[src/rtl/spm_pkg.sv]
// Shared OCP command/response codes, sweep FSM states and
// elaboration helpers for the byte-lane scratchpad bank.
package spm_pkg;

    localparam logic [2:0] OCP_CMD_IDLE = 3'b000;
    localparam logic [2:0] OCP_CMD_WR   = 3'b001;
    localparam logic [2:0] OCP_CMD_RD   = 3'b010;

    localparam logic [1:0] OCP_RESP_NULL = 2'b00;
    localparam logic [1:0] OCP_RESP_DVA  = 2'b01;
    localparam logic [1:0] OCP_RESP_ERR  = 2'b11;

    typedef enum logic {
        ST_CLEAR,
        ST_READY
    } spm_state_e;

    function automatic int clog2(input int value);
        int r;
        r = 0;
        for (int i = 0; i < 31; i++) begin
            if ((1 << i) < value) r = i + 1;
        end
        return r;
    endfunction

endpackage

[src/rtl/spm_byte_lane.sv]
// One 8-bit byte lane of the scratchpad: WORDS deep,
// synchronous write and registered synchronous read.
module spm_byte_lane #(
    parameter int WORDS = 64,
    parameter int IDX_W = 6
) (
    input  logic             clk,
    input  logic             we,
    input  logic             re,
    input  logic [IDX_W-1:0] addr,
    input  logic [7:0]       wdata,
    output logic [7:0]       rdata
);

    logic [7:0] mem [WORDS];

    always_ff @(posedge clk) begin
        if (we) mem[addr] <= wdata;
        if (re) rdata <= mem[addr];
    end

endmodule

[src/rtl/spm_ocp_bank.sv]
// Byte-lane scratchpad behind an OCP-style port: in-order
// DVA/ERR responses, range check and a post-reset zero sweep.
module spm_ocp_bank
    import spm_pkg::*;
#(
    parameter int ADDR_WIDTH     = 8,
    parameter int DATA_WIDTH     = 32,
    parameter int SIZE_BYTES     = 256,
    parameter int OUT_REG        = 0,
    parameter int CLEAR_ON_RESET = 1
) (
    input  logic                    clk,
    input  logic                    reset,
    input  logic [2:0]              io_M_Cmd,
    input  logic [ADDR_WIDTH-1:0]   io_M_Addr,
    input  logic [DATA_WIDTH-1:0]   io_M_Data,
    input  logic [DATA_WIDTH/8-1:0] io_M_ByteEn,
    output logic                    io_S_CmdAccept,
    output logic [1:0]              io_S_Resp,
    output logic [DATA_WIDTH-1:0]   io_S_Data,
    output logic                    io_S_Busy
);

    localparam int BYTE_LANES = DATA_WIDTH / 8;
    localparam int WORDS      = SIZE_BYTES / BYTE_LANES;
    localparam int LANE_W     = clog2(BYTE_LANES);
    localparam int SIZE_W     = clog2(SIZE_BYTES);
    localparam int IDX_W      = (SIZE_W > LANE_W) ? SIZE_W - LANE_W : 1;
    localparam logic [ADDR_WIDTH:0] LIMIT = (ADDR_WIDTH + 1)'(SIZE_BYTES);

    spm_state_e       state, state_next;
    logic [IDX_W-1:0] cnt, cnt_next;
    logic             clearing, ready;

    always_ff @(posedge clk) begin
        if (!reset) begin
            state <= (CLEAR_ON_RESET != 0) ? ST_CLEAR : ST_READY;
            cnt   <= '0;
        end else begin
            state <= state_next;
            cnt   <= cnt_next;
        end
    end

    always_comb begin
        state_next = state;
        cnt_next   = cnt;
        clearing   = 1'b0;
        ready      = 1'b0;
        unique case (state)
            ST_CLEAR: begin
                clearing = 1'b1;
                cnt_next = cnt + 1'b1;
                if (cnt == IDX_W'(WORDS - 1)) state_next = ST_READY;
            end
            ST_READY: ready = 1'b1;
        endcase
    end

    logic             is_wr, is_rd, accept, in_range;
    logic [IDX_W-1:0] idx, ram_addr;
    logic [DATA_WIDTH-1:0] ram_q;

    assign is_wr    = (io_M_Cmd == OCP_CMD_WR);
    assign is_rd    = (io_M_Cmd == OCP_CMD_RD);
    assign accept   = ready && (is_wr || is_rd);
    assign in_range = {1'b0, io_M_Addr} < LIMIT;
    assign idx      = IDX_W'(io_M_Addr >> LANE_W);
    assign ram_addr = clearing ? cnt : idx;

    for (genvar i = 0; i < BYTE_LANES; i++) begin : g_lane
        logic       we;
        logic [7:0] wdata;
        assign we    = clearing || (accept && is_wr && in_range && io_M_ByteEn[i]);
        assign wdata = clearing ? 8'h00 : io_M_Data[8*i +: 8];

        spm_byte_lane #(
            .WORDS (WORDS),
            .IDX_W (IDX_W)
        ) u_lane (
            .clk   (clk),
            .we    (we),
            .re    (accept && is_rd && in_range),
            .addr  (ram_addr),
            .wdata (wdata),
            .rdata (ram_q[8*i +: 8])
        );
    end

    // Stage 1 tracks the RAM read; read data is masked unless it is a DVA read.
    logic [1:0]            resp1;
    logic                  rd1;
    logic [DATA_WIDTH-1:0] data1;

    always_ff @(posedge clk) begin
        if (!reset) begin
            resp1 <= OCP_RESP_NULL;
            rd1   <= 1'b0;
        end else begin
            resp1 <= !accept ? OCP_RESP_NULL :
                     in_range ? OCP_RESP_DVA : OCP_RESP_ERR;
            rd1   <= accept && is_rd && in_range;
        end
    end

    assign data1 = rd1 ? ram_q : '0;

    if (OUT_REG != 0) begin : g_out_reg
        logic [1:0]            resp2;
        logic [DATA_WIDTH-1:0] data2;
        always_ff @(posedge clk) begin
            if (!reset) begin
                resp2 <= OCP_RESP_NULL;
                data2 <= '0;
            end else begin
                resp2 <= resp1;
                data2 <= data1;
            end
        end
        assign io_S_Resp = resp2;
        assign io_S_Data = data2;
    end else begin : g_out_comb
        assign io_S_Resp = resp1;
        assign io_S_Data = data1;
    end

    assign io_S_CmdAccept = ready;
    assign io_S_Busy      = clearing;

endmodule

[config.mk]
export PLATFORM = sky130hd
export DESIGN_NAME = spm_ocp_bank
export DESIGN_NICKNAME = d
export VERILOG_FILES = /design/src/rtl/spm_pkg.sv /design/src/rtl/spm_byte_lane.sv /design/src/rtl/spm_ocp_bank.sv
export SDC_FILE = /design/constraint.sdc
export NUM_CORES = 2
export LEC_CHECK = 0
export BUFFER_PORTS_ARGS = -buffer_cell sky130_fd_sc_hd__buf_2
export CAP_MARGIN = 15
export CORE_ASPECT_RATIO = 0.7
export CORE_MARGIN = 2
export CORE_UTILIZATION = 53
export CTS_BUF_LIST = sky130_fd_sc_hd__clkbuf_8 sky130_fd_sc_hd__clkbuf_16
export CTS_CLUSTER_SIZE = 10
export DETAILED_ROUTE_END_ITERATION = 10
export GPL_ROUTABILITY_DRIVEN = 0
export PLACE_DENSITY = 0.68
export SYNTH_ARGS = -nofsm -noshare
export SYNTH_HDL_FRONTEND = slang
export SYNTH_SLANG_ARGS = --single-unit
[constraint.sdc]
create_clock -name clk -period 5 [get_ports clk]
set_clock_uncertainty 0.05 [all_clocks]
set_input_delay 0.25 -clock clk [delete_from_list [all_inputs] [get_ports clk]]
set_output_delay 0.25 -clock clk [all_outputs]
set_load 0.02 [all_outputs]
==> metrics.cfg <==
[outcome]
status=finished clean

[clocking]
htreeDepth=4
cts.path.max_buffers=3
cts_root_buffer=clkbuf_16
cts_setup_buffers=0
cts_tree=built
clock_sinks=2089
cts_buffers=227
post_cts_resized=0
clkLatencyLatePin_ns=0.84
path_clk_slew_ns=0.06

[grt]
grt_max_degree=86
grt_pass1_wl_um=283000
grt_pass1_vias=40900
grt_overflow=0
antenna_found_initial=11
track_usage_pct=26.3

[worst_setup_path]
crit_arrival_ns=4.80
cp_max_fo=30
critPathBufInv=1
cp_top_family=simple AND/OR/NAND/NOR gates
critical_path_class=reg2reg
critPathLaunchType=flip-flop
endpoint_kind=flip-flop
cp_slowest_stage_delay_ns=0.93
cp_slowest_cell=nor4_1
cp_cell_sequence=buf_4, mux2i_1, or2_2, a41oi_1, nor4_1, nand4_1
critPathRequiredTime_ns=5.49

[synth]
syn_area_um2=76300
yosysTopAreaCell=edfxtp_1
synth_ff_type=edfxtp_1
synth_top_family_by_area=compound AO/OA/AOI/OAI gates
synthMuxAreaShare_pct=0.0803
syn_nets=4291
synth-compound-area-share_pct=11.7
synthCells=4241
synth_edf_count=2080
yosys.area_share.simple_pct=4.50
syn_avg_cell_area_um2=18.0
synth_area_leaders=edfxtp_1 (82%), a22oi_1 (4.3%), a222oi_1 (3.0%), a41oi_1 (1.8%), nand2_1 (1.4%)
synthArstFlopShare_pct=0
synth_cell_type_count=55
synthXorXnorAreaFrac_pct=0.0230
ys_seq_area_share_pct=82.1
yosysTopAreaCellShare_pct=81.9
yosys_warnings=0
synth-adder-area-share_pct=0.0164
ys_seq_elements=2089

[die]
io_pins=85
design.die.area_um2=147000
start_util_pct=53.4
fp.coreArea_um2=143000
num_rows=116
die_y_um=321
die_w_um=458

[sta]
worst_slew_pin_slew_ns=1.12
fin_crit_ns=4.31
slew_viol_final=0
finalHoldViolations=0
fin_crit_sh_pct=86.3
maxSlewHeadroom_pct=25.2
setup_viol=0
fmax_mhz=232
rsz0062_at_grt=no
setup-tns-final_ns=0

[drt]
viasPerCell=6.72
drtPass1Iterations=9
route.antenna.remaining_nets=0
drc=0
wl_per_cell_um=30.5
drtIter0Drc=6766
via_count=43000
drt_wl_total_um=195000

[flow_run]
cap_violations=0

[finish]
nets=4501
area_growth_pct=12.7
fin_area_um2=86000
final_layout_size_suffix_gt1_share_pct=12.7
layout.cells.non_filler=6395

[power]
peakVddDrop_mv=0.396
p_per_area_nw_per_um2=401
p_leak_nw=28.2

[place]
port_buffers=81
dp_cells=6087
hpwl_um=115000
place_area_um2=79600

[hold_path]
hold_path.class=in2reg

==> path summary, 6_finish.rpt <==
path / end / cells after the start / startpoint / slack, ns
setup / recovery: g_lane[0].u_lane.rdata[6] / 6 / state / 0.69
hold / removal: g_lane[2].u_lane.mem[17][5] / 2 / io_M_Data[21] / 0.05
setup reg to reg: g_lane[0].u_lane.rdata[6] / 6 / state / 0.69
hold reg to reg: cnt[4] / 2 / cnt[4] / 0.55
==> layer usage <==
metal	vias to the layer above	track usage (%)	routed length (um)
met2	2691	37.2	84700
met3	287	7.71	25000
li1	18100	-	-
met1	21800	39.7	80600
met5	-	0.360	131
met4	12	7.40	4510
==> layout make-up <==
cell class                      count  area, um2
Multi-Input combinational cell   1849      12600
Sequential cell                  2089      62600
Inverter                            4       15.0
Fill cell                       10200      56900
Clock inverter                     51        278
Clock buffer                      232       5810
Timing Repair Buffer              280       2300
Tap cell                         1888       2360
Antenna cell                        2       5.00
==> flip-flops by register name, summed over array words and instances (netlist names) <==
signal               count
state                    1
g_lane.u_lane.mem     2048
cnt                      6
g_lane.u_lane.rdata     32
io_S_Resp                1
rd1                      1
==> cell usage after synthesis (9+ instances only) <==
master / number
edfxtp_1: 2080
a22oi_1: 439
nand2_1: 277
nor2_1: 261
clkbuf_1: 231
a222oi_1: 226
a41oi_1: 156
and2_1: 67
nand4_1: 61
a22o_1: 56
a221oi_1: 55
a31o_1: 53
o21ai_0: 42
a21oi_1: 35
buf_1: 35
nor4_1: 31
buf_2: 29
a31oi_1: 9
dfxtp_1: 9
==> power by group <==
part	switching (mW)	internal, mW	leakage [nW]
clock network	6.25	8.12	3.13
registers	0.0274	19.1	21.4
logic	0.774	0.259	3.59
total	7.05	27.5	28.2
==> stage by stage <==
step                hold WS, ns  util [%]  setup slack (ns)  power (mW)
finish                   0.0541      60.2             0.687        34.5
detailed placement        0.503      55.7             0.780        20.5
global route             0.0503      60.2             0.545        35.4
floorplan                 0.322         -              1.03        20.0
CTS                     0.00932      60.0             0.769        34.6
global placement          0.490      55.7             0.972        20.5
==> logic make-up after synthesis <==
family / Yosys count
AO/OA/AOI/OAI: 1086
buffers and inverters: 303
adder cells (fa/ha/maj): 1
multiplexers: 6
XOR/XNOR: 2
flip-flops: 2089
other: 1
AND/OR/NAND/NOR: 753
==> timing repair <==
action                     4_1_cts  5_1_grt
setup endpoints to repair        0        0
hold buffers                     9        5
hold endpoints to repair        43       57
==> layout by cell type, fill, tap and decap left out, drive strengths merged, types with 3 or more instances in the layout <==
cell type,n
o21a,3
nand2b,7
and4,8
o32ai,3
and2,67
nand4,61
nor4b,3
a22oi,439
o21ai,43
a22o,56
a31oi,9
nor4,32
or2,8
clkbuf,232
nor4bb,4
nor2,261
clkinv,4
a21oi,35
nand2,277
buf,266
edfxtp,2080
mux2i,5
and3,5
dfxtp,9
a31o,53
dlygate4sd3,14
nand3,6
a41oi,156
a221oi,55
a222oi,226
inv,51
Note: power is estimated with default switching activity, not from simulation.
